==> config.mk <==
export PLATFORM = sky130hd
export DESIGN_NAME = seven_seg_scan_decoder
export DESIGN_NICKNAME = d
export VERILOG_FILES = /design/src/rtl/seven_seg_scan_decoder_pkg.sv /design/src/rtl/seven_seg_scan_decoder_seg7_pattern_decoder.sv /design/src/rtl/seven_seg_scan_decoder.sv
export SDC_FILE = /design/constraint.sdc
export NUM_CORES = 1
export LEC_CHECK = 0
export CORE_MARGIN = 5
export CORE_UTILIZATION = 40
export DETAILED_ROUTE_END_ITERATION = 8
export SETUP_SLACK_MARGIN = 0.15
export SLEW_MARGIN = 20
export SYNTH_ARGS = -nofsm -noshare
export SYNTH_HDL_FRONTEND = slang
export SYNTH_SLANG_ARGS = --single-unit
==> constraint.sdc <==
create_clock -name clk -period 5.8 [get_ports clk]
set_input_delay 1.16 -clock clk [delete_from_list [all_inputs] [get_ports clk]]
set_output_delay 1.16 -clock clk [all_outputs]
set_load 0.005 [all_outputs]
==> src/rtl/seven_seg_scan_decoder_pkg.sv <==
// Shared 7-segment definitions: segment bit order, digit pattern table and digit slot indices.
// The scan encoder and this readback decoder both import it, so both ends use one table.
package seven_seg_scan_decoder_pkg;

    // Segment bus bit order, MSB first: {g,f,e,d,c,b,a}.
    typedef struct packed {
        logic g;
        logic f;
        logic e;
        logic d;
        logic c;
        logic b;
        logic a;
    } seg_bits_t;

    typedef logic [6:0] seg_pattern_t;
    typedef logic [3:0] bcd_t;

    // Active-high patterns; a lit segment is a 1.
    localparam seg_pattern_t SEG_0 = 7'b0111111;
    localparam seg_pattern_t SEG_1 = 7'b0000110;
    localparam seg_pattern_t SEG_2 = 7'b1011011;
    localparam seg_pattern_t SEG_3 = 7'b1001111;
    localparam seg_pattern_t SEG_4 = 7'b1100110;
    localparam seg_pattern_t SEG_5 = 7'b1101101;
    localparam seg_pattern_t SEG_6 = 7'b1111101;
    localparam seg_pattern_t SEG_7 = 7'b0000111;
    localparam seg_pattern_t SEG_8 = 7'b1111111;
    localparam seg_pattern_t SEG_9 = 7'b1101111;

    // Position of each display digit on the scan select bus.
    localparam int DIG_HT = 5;
    localparam int DIG_HU = 4;
    localparam int DIG_MT = 3;
    localparam int DIG_MU = 2;
    localparam int DIG_ST = 1;
    localparam int DIG_SU = 0;

    localparam bcd_t BCD_ERR = 4'hF;

    function automatic seg_pattern_t seg7_encode(input bcd_t value);
        seg_pattern_t pattern;
        case (value)
            4'd0:    pattern = SEG_0;
            4'd1:    pattern = SEG_1;
            4'd2:    pattern = SEG_2;
            4'd3:    pattern = SEG_3;
            4'd4:    pattern = SEG_4;
            4'd5:    pattern = SEG_5;
            4'd6:    pattern = SEG_6;
            4'd7:    pattern = SEG_7;
            4'd8:    pattern = SEG_8;
            4'd9:    pattern = SEG_9;
            default: pattern = '0;
        endcase
        return pattern;
    endfunction

endpackage

==> src/rtl/seven_seg_scan_decoder_seg7_pattern_decoder.sv <==
// Combinational inverse of the 7-segment table: active-high pattern to BCD digit.
// Anything outside the ten legal glyphs (including blank) reports invalid with the error code.
module seg7_pattern_decoder
    import seven_seg_scan_decoder_pkg::*;
(
    input  seg_pattern_t pattern,
    output bcd_t         bcd,
    output logic         valid
);

    always_comb begin
        valid = 1'b1;
        bcd   = BCD_ERR;
        case (pattern)
            SEG_0:   bcd = 4'd0;
            SEG_1:   bcd = 4'd1;
            SEG_2:   bcd = 4'd2;
            SEG_3:   bcd = 4'd3;
            SEG_4:   bcd = 4'd4;
            SEG_5:   bcd = 4'd5;
            SEG_6:   bcd = 4'd6;
            SEG_7:   bcd = 4'd7;
            SEG_8:   bcd = 4'd8;
            SEG_9:   bcd = 4'd9;
            default: valid = 1'b0;
        endcase
    end

endmodule

==> src/rtl/seven_seg_scan_decoder.sv <==
// Readback monitor for the multiplexed HH:MM:SS display bus: filters the scan, decodes
// each stable digit back to BCD and publishes complete frames with error and staleness status.
module seven_seg_scan_decoder
    import seven_seg_scan_decoder_pkg::*;
#(
    parameter int SEL_ACTIVE_LOW = 1,
    parameter int SEG_ACTIVE_LOW = 1,
    parameter int STABLE_CYCLES  = 4,
    parameter int TIMEOUT_CYCLES = 65535
) (
    input  logic       clk,
    input  logic       rst,
    input  logic [5:0] digit_sel,
    input  logic [6:0] seg_out,
    output logic [7:0] hour_bcd,
    output logic [7:0] min_bcd,
    output logic [7:0] sec_bcd,
    output logic       frame_valid,
    output logic       frame_err,
    output logic       stale,
    output logic [7:0] frame_count
);

    localparam int STAB_W = $clog2(STABLE_CYCLES + 1);
    localparam int TO_W   = $clog2(TIMEOUT_CYCLES + 1);
    localparam logic [STAB_W-1:0] STAB_MAX = STAB_W'(STABLE_CYCLES);
    localparam logic [TO_W-1:0]   TO_MAX   = TO_W'(TIMEOUT_CYCLES);
    localparam logic [5:0]        SEEN_ALL = 6'b111111;

    logic [5:0]        sel_q, sel_d, prev_sel_q, prev_sel_d;
    logic [6:0]        seg_q, seg_d, prev_seg_q, prev_seg_d;
    logic [STAB_W-1:0] stab_cnt_q, stab_cnt_d;
    logic              accept_q, accept_d;
    logic [5:0][3:0]   digit_q, digit_d;
    logic [5:0]        seen_q, seen_d;
    logic              err_acc_q, err_acc_d;
    logic [7:0]        hour_bcd_q, hour_bcd_d;
    logic [7:0]        min_bcd_q, min_bcd_d;
    logic [7:0]        sec_bcd_q, sec_bcd_d;
    logic              frame_valid_q, frame_valid_d;
    logic              frame_err_q, frame_err_d;
    logic [7:0]        frame_count_q, frame_count_d;
    logic [TO_W-1:0]   timeout_q, timeout_d;

    logic [5:0]   sel_norm;
    seg_pattern_t seg_norm;
    logic [2:0]   sel_idx;
    bcd_t         dec_bcd;
    logic         dec_valid;
    logic         sel_onehot;
    logic         pair_same;
    logic         capture;
    logic         publish;
    logic         range_err;

    assign sel_norm = sel_q ^ {6{SEL_ACTIVE_LOW != 0}};
    assign seg_norm = seg_q ^ {7{SEG_ACTIVE_LOW != 0}};

    seg7_pattern_decoder u_decoder (
        .pattern (seg_norm),
        .bcd     (dec_bcd),
        .valid   (dec_valid)
    );

    always_comb begin
        sel_idx = 3'd0;
        for (int i = 0; i < 6; i++) begin
            if (sel_norm[i]) begin
                sel_idx = 3'(i);
            end
        end
    end

    always_comb begin
        sel_d      = digit_sel;
        seg_d      = seg_out;
        prev_sel_d = sel_q;
        prev_seg_d = seg_q;

        sel_onehot = $onehot(sel_norm);
        pair_same  = (sel_q == prev_sel_q) && (seg_q == prev_seg_q);
        publish    = (seen_q == SEEN_ALL);

        // The accept flag limits each dwell to a single capture however long it lasts.
        stab_cnt_d = stab_cnt_q;
        accept_d   = accept_q;
        if (!sel_onehot) begin
            stab_cnt_d = '0;
            accept_d   = 1'b0;
        end else if (!pair_same) begin
            stab_cnt_d = STAB_W'(1);
            accept_d   = 1'b0;
        end else if (stab_cnt_q != STAB_MAX) begin
            stab_cnt_d = stab_cnt_q + STAB_W'(1);
        end
        capture = sel_onehot && (stab_cnt_d == STAB_MAX) && !accept_d;
        if (capture) begin
            accept_d = 1'b1;
        end

        range_err = 1'b0;
        if (dec_valid) begin
            if (sel_idx == 3'(DIG_HT) && dec_bcd > 4'd2) range_err = 1'b1;
            if (sel_idx == 3'(DIG_MT) && dec_bcd > 4'd5) range_err = 1'b1;
            if (sel_idx == 3'(DIG_ST) && dec_bcd > 4'd5) range_err = 1'b1;
        end

        // A capture landing in the publish cycle starts the next frame's bookkeeping.
        digit_d   = digit_q;
        seen_d    = publish ? 6'b000000 : seen_q;
        err_acc_d = publish ? 1'b0 : err_acc_q;
        if (capture) begin
            digit_d[sel_idx] = dec_valid ? dec_bcd : BCD_ERR;
            seen_d[sel_idx]  = 1'b1;
            err_acc_d        = err_acc_d | !dec_valid | range_err;
        end

        hour_bcd_d    = hour_bcd_q;
        min_bcd_d     = min_bcd_q;
        sec_bcd_d     = sec_bcd_q;
        frame_err_d   = frame_err_q;
        frame_count_d = frame_count_q;
        frame_valid_d = publish;
        if (publish) begin
            hour_bcd_d    = {digit_q[DIG_HT], digit_q[DIG_HU]};
            min_bcd_d     = {digit_q[DIG_MT], digit_q[DIG_MU]};
            sec_bcd_d     = {digit_q[DIG_ST], digit_q[DIG_SU]};
            frame_err_d   = err_acc_q;
            frame_count_d = frame_count_q + 8'd1;
        end

        timeout_d = timeout_q;
        if (publish) begin
            timeout_d = '0;
        end else if (timeout_q != TO_MAX) begin
            timeout_d = timeout_q + TO_W'(1);
        end
    end

    always_ff @(posedge clk or negedge rst) begin
        if (!rst) begin
            sel_q         <= '0;
            seg_q         <= '0;
            prev_sel_q    <= '0;
            prev_seg_q    <= '0;
            stab_cnt_q    <= '0;
            accept_q      <= 1'b0;
            digit_q       <= '0;
            seen_q        <= '0;
            err_acc_q     <= 1'b0;
            hour_bcd_q    <= '0;
            min_bcd_q     <= '0;
            sec_bcd_q     <= '0;
            frame_valid_q <= 1'b0;
            frame_err_q   <= 1'b0;
            frame_count_q <= '0;
            timeout_q     <= '0;
        end else begin
            sel_q         <= sel_d;
            seg_q         <= seg_d;
            prev_sel_q    <= prev_sel_d;
            prev_seg_q    <= prev_seg_d;
            stab_cnt_q    <= stab_cnt_d;
            accept_q      <= accept_d;
            digit_q       <= digit_d;
            seen_q        <= seen_d;
            err_acc_q     <= err_acc_d;
            hour_bcd_q    <= hour_bcd_d;
            min_bcd_q     <= min_bcd_d;
            sec_bcd_q     <= sec_bcd_d;
            frame_valid_q <= frame_valid_d;
            frame_err_q   <= frame_err_d;
            frame_count_q <= frame_count_d;
            timeout_q     <= timeout_d;
        end
    end

    assign hour_bcd    = hour_bcd_q;
    assign min_bcd     = min_bcd_q;
    assign sec_bcd     = sec_bcd_q;
    assign frame_valid = frame_valid_q;
    assign frame_err   = frame_err_q;
    assign frame_count = frame_count_q;
    assign stale       = (timeout_q == TO_MAX);

endmodule

==> run metrics <==
status complete, no violations; wl on met1 4390 um; largest family of logic cells by synthesized area simple AND/OR/NAND/NOR gates; Avg Cell Area, Syn 10.9 um^2; multi-input logic area approximately 1900 um^2; worst rel slew slack between 30% and 40%; Pleak roughly 0.0027 uW; Hold Fails Final Rpt 0; Total Wirelength 9300 um; register clock-pin slew on the reported worst setup and hold paths 0.07 ns; storage element area 2780 um^2; Cell variety after synth 52; Final #Nets 508; DRC viols 0; Die Y roughly 120 um; RSZ-0062 raised after global routing false; drt wl/cell 14.6 um; Initial Util 40.3%; final setup skew 0.00892 ns; DR pass1 iterations 4; vias in the first global route about 3300; layout filler cell count 1109; XOR/XNOR Fraction of Synth Area 6.24%; Post-CTS Resized 0; cell count after synthesis 440; measured slew at the worst slew-check pin 0.929 ns; largest net degree at the start of global routing 68; kind of critical path register to register; sequential element share of the synthesized area about three fifths; Post-CTS Hold Buffers 0; Highest Clock Rate 276 MHz; Final Critical Period 3.63 ns; initial antenna violation count 0; Final TNS setup 0 ns; total track usage 13.9%; path category of the worst min-delay check register to register; Final period util 62.5%; Max Fanout on Critical Path 7; R2R Setup Slk 2.17 ns; post-synthesis simple-gate area fraction between 10% and 20%; Max-Cap Viols 0; met3 wire len 326 um; leading area contributor after synthesis dfrtp_1; Synth Register Bits between 100 and 150; Peak VDD IR roughly 130 uV; TritonCTS clock tree yes; Synth top area share 58.2%; Rows 40; Ports 50; GRT overflow 0; met2 WL roughly 4400 um; PD cells 258 nW/um^2; Setup crit start kind register; vias 3269; first-pass GRT wire length 16200 um; Synth area leaders dfrtp_1, nand2_1, mux2_2, xnor2_1, xor2_1; cts bufs inserted 9; clk buf depth 2; clock sink count approximately 110; Setup violations, final 0; clock root buffer clkbuf_16; worst path required time 6.02 ns; Cell Count Post-Placement ~620; top routing layer in use met4; H-tree levels 3; most common cell after layout, fill and taps aside dfrtp_1; Area Growth Syn to Fin 18.7%; GPL Wtd Cong 0.817; Port Buf Inserts 49; most frequent cells in the layout dfrtp_1, nand2_1, clkdlybuf4s50_1; Routed Antenna Nets 0; worst skew pair latency 0.34 ns; Final Instance Count excl. Fillers 637; Synth Area in Adders 2.57%; share of layout cells above drive strength 1 10.0%; Post-CTS Setup Bufs 0; ys flop type dfrtp_1; Vias/cell 5.13; fin. max-slew vios 0; FFs w/ async S/R, synth 100%; post-synthesis cell area 4780 um^2; multiplexer area fraction after synthesis 5.87%; Die X 119 um; number of synthesized flops with an enable pin 0; post-synthesis compound-gate area fraction 4.90%; Post-Syn Nets around 460; CP Data Arrival Time 3.85 ns; die area 14200 um^2; Synthesis Warnings 0; Core Box Area 11900 um^2; CP endpoint kind register; First DRT Iteration DRCs 149; Inserted Diodes 0; Post-DP HPWL 6410 um
==> sequential cells by signal, summed over array words and instances, names as in the netlist, 3 cells and up <==
signal,cells
hour_bcd,8
frame_count,8
stab_cnt_q,3
prev_sel_q,6
sec_bcd,8
timeout_q,16
seen_q,6
prev_sel_d,6
digit_q,24
prev_seg_d,7
min_bcd,8
prev_seg_q,7
==> kinds of logic after synthesis <==
| logic type | count (synthesis) |
|---|---|
| adders and majority gates | 8 |
| AOI/OAI and AO/OA | 34 |
| xor gates and xnor gates | 34 |
| DFF | 111 |
| muxes | 25 |
| and+or+nand+nor | 196 |
| buffers and inverters | 32 |
==> area by class of cell <==
type	instances	area share, %
clock inverter	5	0.706
clock buffer	11	4.28
multi-input combinational	297	32.8
sequential	111	49.0
tap	147	3.25
inverter	14	0.927
timing repair buffer	52	9.01
==> power by group <==
group	switching (uW)	leakage [uW]	total [uW]	internal [uW]
registers	15.2	0.00148	799	784
clock network	281	0.000129	588	307
logic	44.4	0.00106	75.7	31.3
==> Yosys cell counts (3+ instances only) <==
cell type / n
xor2_1: 13
and4_1: 3
clkbuf_1: 7
a21oi_1: 6
dfrtp_1: 111
nor2_1: 22
o21ai_0: 7
o2111ai_1: 3
xnor2_1: 21
and3_1: 8
inv_1: 14
ha_1: 5
nor3_1: 4
nand2_1: 104
mux2_2: 24
buf_2: 4
nor4_1: 5
nand3_1: 20
buf_1: 4
fa_1: 3
or3_1: 3
nand4_1: 11
==> worst max-delay path, stage by stage (launching register included) <==
cell and delay (ns):
dfrtp_1 0.45, inv_1 0.08, fa_1 0.45, fa_1 0.49, ha_1 0.13, inv_1 0.04, fa_1 0.47, and3_1 0.20
nand3_1 0.12, nor4_4 0.38, nand4_1 0.31, mux2_2 0.37
==> through the flow <==
step	instance area [um^2]	utilization, %	hold slack, ns	power [uW]	worst slack, ns
3_3_place_gp	5390	45.4	0.402	892	2.22
4_1_cts	5670	47.8	0.432	1480	2.15
2_1_floorplan	4780	-	0.349	855	2.53
5_1_grt	5670	47.8	0.453	1520	1.91
3_5_place_dp	5390	45.4	0.415	893	2.16
6_report	5670	47.8	0.434	1460	2.17
==> worst paths after layout <==
kind	endpoint	startpoint	cells past startpoint
worst max-delay path	digit_q[16]$_DFFE_PN0P_	prev_sel_d[3]$_DFF_PN0_	11
worst min-delay path	prev_sel_q[0]$_DFF_PN0_	prev_sel_d[0]$_DFF_PN0_	0
worst max register to register	digit_q[16]$_DFFE_PN0P_	prev_sel_d[3]$_DFF_PN0_	11
worst min register to register	prev_sel_q[0]$_DFF_PN0_	prev_sel_d[0]$_DFF_PN0_	0
max in group asynchronous	digit_q[18]$_DFFE_PN0P_	rst	2
min in group asynchronous	timeout_q[13]$_DFFE_PN0P_	rst	1
==> per-layer routing <==
metal,vias up,global-route usage [%]
li1,1576,-
met1,1625,18.8
met2,51,22.1
met3,17,2.85
met4,0,4.85
met5,-,0
Power figures use the tool's default switching activity.
